===== config.mk =====
export PLATFORM = sky130hd
export DESIGN_NAME = mc_ctrl
export DESIGN_NICKNAME = d
export VERILOG_FILES = /design/src/rtl/mc_ctrl.sv
export SDC_FILE = /design/constraint.sdc
export NUM_CORES = 1
export LEC_CHECK = 0
export ABC_AREA = 1
export BUFFER_PORTS_ARGS = -buffer_cell sky130_fd_sc_hd__buf_2
export CORE_AREA = 2 2 49 51
export DETAILED_ROUTE_END_ITERATION = 10
export DIE_AREA = 0 0 51 53
export HOLD_SLACK_MARGIN = 0.15
export PLACE_DENSITY = 0.79
export SYNTH_ARGS = -nofsm -noshare
export SYNTH_HDL_FRONTEND = slang
export SYNTH_SLANG_ARGS = --single-unit
export TNS_END_PERCENT = 5

===== constraint.sdc =====
create_clock -name Clk -period 3.5 [get_ports Clk]
set_input_delay 0.7 -clock Clk [delete_from_list [all_inputs] [get_ports Clk]]
set_output_delay 0.7 -clock Clk [all_outputs]
set_load 0.05 [all_outputs]

===== src/rtl/mc_ctrl.sv =====
// Main controller for the multi-cycle MIPS datapath.
// Sequences FETCH/DECODE/EXEC/MEM/WB and decodes every datapath enable and select.
module mc_ctrl #(
    parameter int unsigned WAIT_LIMIT = 16
) (
    input  logic       Clk,
    input  logic       Reset,
    input  logic [5:0] Opcode,
    input  logic [5:0] Funct,
    input  logic       Zero,
    input  logic       MemReady,
    output logic       MemReq,
    output logic       IorD,
    output logic       MemWr,
    output logic       IRWr,
    output logic       PCWr,
    output logic [1:0] NPCSel,
    output logic       RegWr,
    output logic [1:0] RegDst,
    output logic [1:0] WDSel,
    output logic       ALUSrc,
    output logic [1:0] ExtOp,
    output logic [1:0] ALUOp,
    output logic       InstrDone,
    output logic [1:0] Fault
);

    localparam int unsigned CW = (WAIT_LIMIT == 0) ? 1 : $clog2(WAIT_LIMIT + 1);

    localparam logic [5:0] OP_RTYPE = 6'b000000;
    localparam logic [5:0] OP_J     = 6'b000010;
    localparam logic [5:0] OP_JAL   = 6'b000011;
    localparam logic [5:0] OP_BEQ   = 6'b000100;
    localparam logic [5:0] OP_ORI   = 6'b001101;
    localparam logic [5:0] OP_LUI   = 6'b001111;
    localparam logic [5:0] OP_LW    = 6'b100011;
    localparam logic [5:0] OP_SW    = 6'b101011;
    localparam logic [5:0] FN_JR    = 6'b001000;
    localparam logic [5:0] FN_ADDU  = 6'b100001;
    localparam logic [5:0] FN_SUBU  = 6'b100011;

    localparam logic [1:0] NPC_PC4 = 2'b00;
    localparam logic [1:0] NPC_BR  = 2'b01;
    localparam logic [1:0] NPC_J   = 2'b10;
    localparam logic [1:0] NPC_JR  = 2'b11;
    localparam logic [1:0] DST_RT  = 2'b00;
    localparam logic [1:0] DST_RD  = 2'b01;
    localparam logic [1:0] DST_RA  = 2'b10;
    localparam logic [1:0] WD_ALU  = 2'b00;
    localparam logic [1:0] WD_MEM  = 2'b01;
    localparam logic [1:0] WD_PC   = 2'b10;
    localparam logic [1:0] EXT_Z   = 2'b00;
    localparam logic [1:0] EXT_S   = 2'b01;
    localparam logic [1:0] EXT_LUI = 2'b10;
    localparam logic [1:0] ALU_ADD = 2'b00;
    localparam logic [1:0] ALU_SUB = 2'b01;
    localparam logic [1:0] ALU_OR  = 2'b10;
    localparam logic [1:0] FLT_ILL = 2'b01;
    localparam logic [1:0] FLT_TMO = 2'b10;

    typedef enum logic [3:0] {
        S_FETCH    = 4'd0,
        S_DECODE   = 4'd1,
        S_EXEC     = 4'd2,
        S_MEM      = 4'd3,
        S_WB_ALU   = 4'd4,
        S_WB_MEM   = 4'd5,
        S_BRANCH   = 4'd6,
        S_HALT_ILL = 4'd7,
        S_HALT_TMO = 4'd8
    } state_t;

    state_t          r_state;
    state_t          w_next;
    logic [CW-1:0]   r_wait;

    logic            w_is_r;
    logic            w_is_addu;
    logic            w_is_subu;
    logic            w_is_jr;
    logic            w_is_ori;
    logic            w_is_lui;
    logic            w_is_lw;
    logic            w_is_sw;
    logic            w_is_mem;
    logic            w_to_exec;
    logic            w_wait_hit;
    logic [1:0]      w_alu_op;
    logic            w_alu_src;
    logic [1:0]      w_ext_op;

    assign w_is_r     = (Opcode == OP_RTYPE);
    assign w_is_addu  = w_is_r && (Funct == FN_ADDU);
    assign w_is_subu  = w_is_r && (Funct == FN_SUBU);
    assign w_is_jr    = w_is_r && (Funct == FN_JR);
    assign w_is_ori   = (Opcode == OP_ORI);
    assign w_is_lui   = (Opcode == OP_LUI);
    assign w_is_lw    = (Opcode == OP_LW);
    assign w_is_sw    = (Opcode == OP_SW);
    assign w_is_mem   = w_is_lw || w_is_sw;
    assign w_to_exec  = w_is_addu || w_is_subu || w_is_ori || w_is_lui || w_is_mem;
    // The count reaching the limit only faults if MemReady is still low in that cycle.
    assign w_wait_hit = (WAIT_LIMIT != 0) && (r_wait == CW'(WAIT_LIMIT));

    // ALU/extender controls shared by EXEC, MEM and WB_ALU so operands stay stable.
    always_comb begin
        w_alu_op  = ALU_ADD;
        w_alu_src = 1'b0;
        w_ext_op  = EXT_Z;
        if (w_is_subu) begin
            w_alu_op = ALU_SUB;
        end else if (w_is_ori) begin
            w_alu_op  = ALU_OR;
            w_alu_src = 1'b1;
        end else if (w_is_lui) begin
            w_alu_op  = ALU_OR;
            w_alu_src = 1'b1;
            w_ext_op  = EXT_LUI;
        end else if (w_is_mem) begin
            w_alu_src = 1'b1;
            w_ext_op  = EXT_S;
        end
    end

    always_ff @(posedge Clk) begin
        if (Reset) begin
            r_state <= S_FETCH;
        end else begin
            r_state <= w_next;
        end
    end

    // Memory wait counter: clears on completion or any state change.
    always_ff @(posedge Clk) begin
        if (Reset) begin
            r_wait <= '0;
        end else if (MemReady || (w_next != r_state)) begin
            r_wait <= '0;
        end else if ((WAIT_LIMIT != 0) && ((r_state == S_FETCH) || (r_state == S_MEM))) begin
            r_wait <= r_wait + CW'(1);
        end
    end

    always_comb begin
        w_next    = r_state;
        MemReq    = 1'b0;
        IorD      = 1'b0;
        MemWr     = 1'b0;
        IRWr      = 1'b0;
        PCWr      = 1'b0;
        NPCSel    = NPC_PC4;
        RegWr     = 1'b0;
        RegDst    = DST_RT;
        WDSel     = WD_ALU;
        ALUSrc    = 1'b0;
        ExtOp     = EXT_Z;
        ALUOp     = ALU_ADD;
        InstrDone = 1'b0;
        Fault     = 2'b00;

        case (r_state)
            S_FETCH: begin
                MemReq = 1'b1;
                if (MemReady) begin
                    IRWr   = 1'b1;
                    PCWr   = 1'b1;
                    w_next = S_DECODE;
                end else if (w_wait_hit) begin
                    w_next = S_HALT_TMO;
                end
            end
            S_DECODE: begin
                if (Opcode == OP_J) begin
                    PCWr      = 1'b1;
                    NPCSel    = NPC_J;
                    InstrDone = 1'b1;
                    w_next    = S_FETCH;
                end else if (Opcode == OP_JAL) begin
                    PCWr      = 1'b1;
                    NPCSel    = NPC_J;
                    RegWr     = 1'b1;
                    RegDst    = DST_RA;
                    WDSel     = WD_PC;
                    InstrDone = 1'b1;
                    w_next    = S_FETCH;
                end else if (w_is_jr) begin
                    PCWr      = 1'b1;
                    NPCSel    = NPC_JR;
                    InstrDone = 1'b1;
                    w_next    = S_FETCH;
                end else if (Opcode == OP_BEQ) begin
                    w_next = S_BRANCH;
                end else if (w_to_exec) begin
                    w_next = S_EXEC;
                end else begin
                    w_next = S_HALT_ILL;
                end
            end
            S_EXEC: begin
                ALUOp  = w_alu_op;
                ALUSrc = w_alu_src;
                ExtOp  = w_ext_op;
                w_next = w_is_mem ? S_MEM : S_WB_ALU;
            end
            S_MEM: begin
                MemReq = 1'b1;
                IorD   = 1'b1;
                MemWr  = w_is_sw;
                ALUOp  = w_alu_op;
                ALUSrc = w_alu_src;
                ExtOp  = w_ext_op;
                if (MemReady) begin
                    if (w_is_sw) begin
                        InstrDone = 1'b1;
                        w_next    = S_FETCH;
                    end else begin
                        w_next = S_WB_MEM;
                    end
                end else if (w_wait_hit) begin
                    w_next = S_HALT_TMO;
                end
            end
            S_WB_ALU: begin
                RegWr     = 1'b1;
                RegDst    = w_is_r ? DST_RD : DST_RT;
                ALUOp     = w_alu_op;
                ALUSrc    = w_alu_src;
                ExtOp     = w_ext_op;
                InstrDone = 1'b1;
                w_next    = S_FETCH;
            end
            S_WB_MEM: begin
                RegWr     = 1'b1;
                WDSel     = WD_MEM;
                InstrDone = 1'b1;
                w_next    = S_FETCH;
            end
            S_BRANCH: begin
                ALUOp = ALU_SUB;
                if (Zero) begin
                    PCWr   = 1'b1;
                    NPCSel = NPC_BR;
                end
                InstrDone = 1'b1;
                w_next    = S_FETCH;
            end
            S_HALT_ILL: Fault = FLT_ILL;
            S_HALT_TMO: Fault = FLT_TMO;
            default:    w_next = S_FETCH;
        endcase

        // Reset suppresses every write so an aborted instruction leaves no side effects.
        if (Reset) begin
            MemReq    = 1'b0;
            MemWr     = 1'b0;
            IRWr      = 1'b0;
            PCWr      = 1'b0;
            RegWr     = 1'b0;
            InstrDone = 1'b0;
        end
    end

endmodule

==> impl_metrics.yaml <==
cts:
  htree_num_levels: 1
  numCtsBuffers: 3
  cts_hold_buf: 0
  cts.sinks: 9
  cts_tree: "built"
  path_clk_slew_ns: 0.08
  cts_resized: 0
  worstSkewPairLatency_ns: 0.28
  root_buffer: "clkbuf_4"
  clockBufferDepth: 2
  postCtsSetupBuffers: 0
pwr:
  p_sw_frac: 0.567
  leakage_uw: 0.000635
  seqPwrFrac: 0.220
  power.switching_uw: 383
  power_frac_clock: 0.126
  p_int_uw: 293
  power_uw: 675
  power.density_mw_per_mm2: 514
  peakVddDrop_v: 0.000378
  combPwrFrac: 0.654
placed_design:
  port_buffers: 35
  hpwlAfterDp_um: 2240
  placed_cells: 227
  place_congestion: 0.907
  place_ws_ns: 0.792
sta:
  timing.final.ws_setup_ns: 0.779
  fin_crit_ns: 2.72
  clock.fmax_ghz: 0.367
  fin_crit_sh: 0.778
  tightest_slew_ns: 0.461
  fin_skew_ns: 0.0205
  setup_violations: 0
  timing.slew.headroom: 0.692
  slew_viol_final: 0
  finalHoldViolCount: 0
  holdWs_ns: 0.564
  grt_setup_unrepaired: "no"
layout:
  final_nets: 222
  antenna_cells: 0
  instances_no_fill: 231
  layout-drive-gt1-share: 0.399
  fin_util: 0.611
  syn_to_final_growth_pct: 19.9
run:
  maxCapViolations: 0
critical_path:
  worstSetupEndpointType: "output pin"
  cp_max_fo: 3
  worstPathArrival_ns: 2.02
  worst-endpoint-required_ns: 2.80
  crit_type: "in -> out"
  critPathLaunchType: "input port"
drt:
  wl_met3_um: 97
  wl_met2_um: 1330
  wl_met1_um: 1190
  route.detailed.wl_per_inst_um: 11.5
  vias_per_cell: 4.99
  ant_nets: 0
  drt-total-wl_um: 2660
  first_pass_iters: 4
  route.detailed.drc: 0
  top_layer: "met4"
  drtIter0Drc: 22
  vias: 1152
logic_synthesis:
  synthArstFlopShare: 0
  synth_top_family_by_area: "simple AND/OR/NAND/NOR gates"
  avgSynthCellArea_um2: 6.56
  yosysSeqAreaShare: 0.165
  synth_area_mm2: 0.00109
  synth-xor-area-share: 0.0320
  synth_warnings: 0
  synth_compound_gate_area_share: 0.0994
  synth-simple-area-share: 0.546
  syn_inst: 167
  ys_types: 34
  ys_seq_elements: 9
  synth-adder-area-share: 0.0229
  synth_edf_count: 0
  synthFlopType: "dfxtp_1"
  synthMuxAreaShare: 0
  syn_nets: 185
floorplanning:
  core-area_mm2: 0.00215
  ioPinCount: 36
  die_h_um: 53
  die-area_mm2: 0.00270
  start_util: 0.510
  die_x_um: 51
  row_count: 17
global_routing:
  grt_max_degree: 10
  overflow: 0
  grt_antenna_before_repair: 0
  grt_first_pass_wirelength_um: 4640
  grtUsageTotal: 0.227
  grt_pass1_vias: 1130
run_status:
  status: "finished, final reports clean"
worst_hold_path:
  hold_class: "reg -> reg"
-- power by group through the flow --
stage          sequential (uW)  clock (uW)  combinational, uW
2_1_floorplan              132           0                382
3_3_place_gp               149           0                431
3_5_place_dp               150           0                440
4_1_cts                    147        86.1                442
5_1_grt                    149        89.5                483
6_report                   148        85.3                441
-- cells by family (layout without fill, tap and decap cells) --
kind of cell,Yosys count,after routing
fa+ha+maj,2,2
compound gates,17,17
simple gates,100,100
xor+xnor,4,4
buf+inv,35,71
flops,9,9
-- registers in the layout, summed over array words and instances (netlist names) --
signal / count
r_state: 4
r_wait: 5
-- path summary, 6_finish.rpt --
kind / depth (start not counted) / endpoint / slack, ns / start
worst min-delay path: 3 / r_wait[4]$_SDFFE_PP0N_ / 0.56 / r_wait[4]$_SDFFE_PP0N_
worst max register to register: 8 / r_wait[3]$_SDFFE_PP0N_ / 1.68 / r_state[0]$_SDFF_PP0_
worst min register to register: 3 / r_wait[4]$_SDFFE_PP0N_ / 0.56 / r_wait[4]$_SDFFE_PP0N_
worst max-delay path: 9 / InstrDone / 0.78 / Opcode[1]
-- worst max-delay path, stage by stage --
cell and delay (ns):
buf_2 0.12, nor2_1 0.21, nand3_2 0.15, nor2_4 0.17
inv_2 0.06, a21oi_2 0.16, a21oi_1 0.06, o22ai_1 0.10
buf_2 0.29
-- Yosys cell counts (2+ instances only) --
master | count | area (um^2)
inv_1 | 24 | 90.1
nand3_2 | 5 | 50.1
ha_1 | 2 | 25.0
nor3_2 | 6 | 60.1
nor2_1 | 23 | 86.3
dfxtp_1 | 9 | 180
nand3_4 | 2 | 35.0
a21oi_1 | 9 | 45.0
xnor2_1 | 3 | 26.3
nand2_2 | 6 | 37.5
nand3_1 | 6 | 30.0
inv_2 | 6 | 22.5
nor3_1 | 8 | 40.0
nor3_4 | 2 | 32.5
o21ai_0 | 2 | 10.0
nand2_4 | 3 | 33.8
nor2_2 | 7 | 43.8
nand4_1 | 6 | 37.5
nand2_1 | 23 | 86.3
-- final cells by class --
class                           count  area, um^2
Clock buffer                        4        26.3
Fill cell                         203         836
Inverter                           32         125
Multi-Input combinational cell    123         771
Sequential cell                     9         180
Tap cell                           28        35.0
Timing Repair Buffer               35         175
-- layout by cell type, fill, tap and decap left out, types with 2 or more instances in the layout --
| master | netlist | routed |
|---|---|---|
| ha_1 | 2 | 2 |
| a21oi_1 | 9 | 8 |
| inv_1 | 24 | 24 |
| nor3_2 | 6 | 6 |
| nand2_1 | 23 | 23 |
| dfxtp_1 | 9 | 9 |
| o21ai_0 | 2 | 2 |
| nand3_1 | 6 | 6 |
| nor2_1 | 23 | 23 |
| nand2_4 | 3 | 3 |
| nand3_4 | 2 | 2 |
| nand4_1 | 6 | 6 |
| nor3_4 | 2 | 2 |
| nor3_1 | 8 | 8 |
| xnor2_1 | 3 | 3 |
| nand2_2 | 6 | 6 |
| clkbuf_4 | 0 | 3 |
| nor2_2 | 7 | 7 |
| inv_2 | 6 | 6 |
| buf_2 | 0 | 35 |
| nand3_2 | 5 | 5 |
-- metrics by stage --
step                      instance area, um^2  TNS [ns]
after floorplan                          1100    -0.114
after global placement                   1290         0
after detailed placement                 1290         0
after CTS                                1310         0
after global routing                     1310         0
final                                    1310         0
-- per-layer routing --
metal	GRT usage	vias to the layer above
li1	-	605
met1	0.274	518
met2	0.403	24
met3	0.0367	5
met4	0.0811	0
met5	0	-
Power figures use the tool's default switching activity.
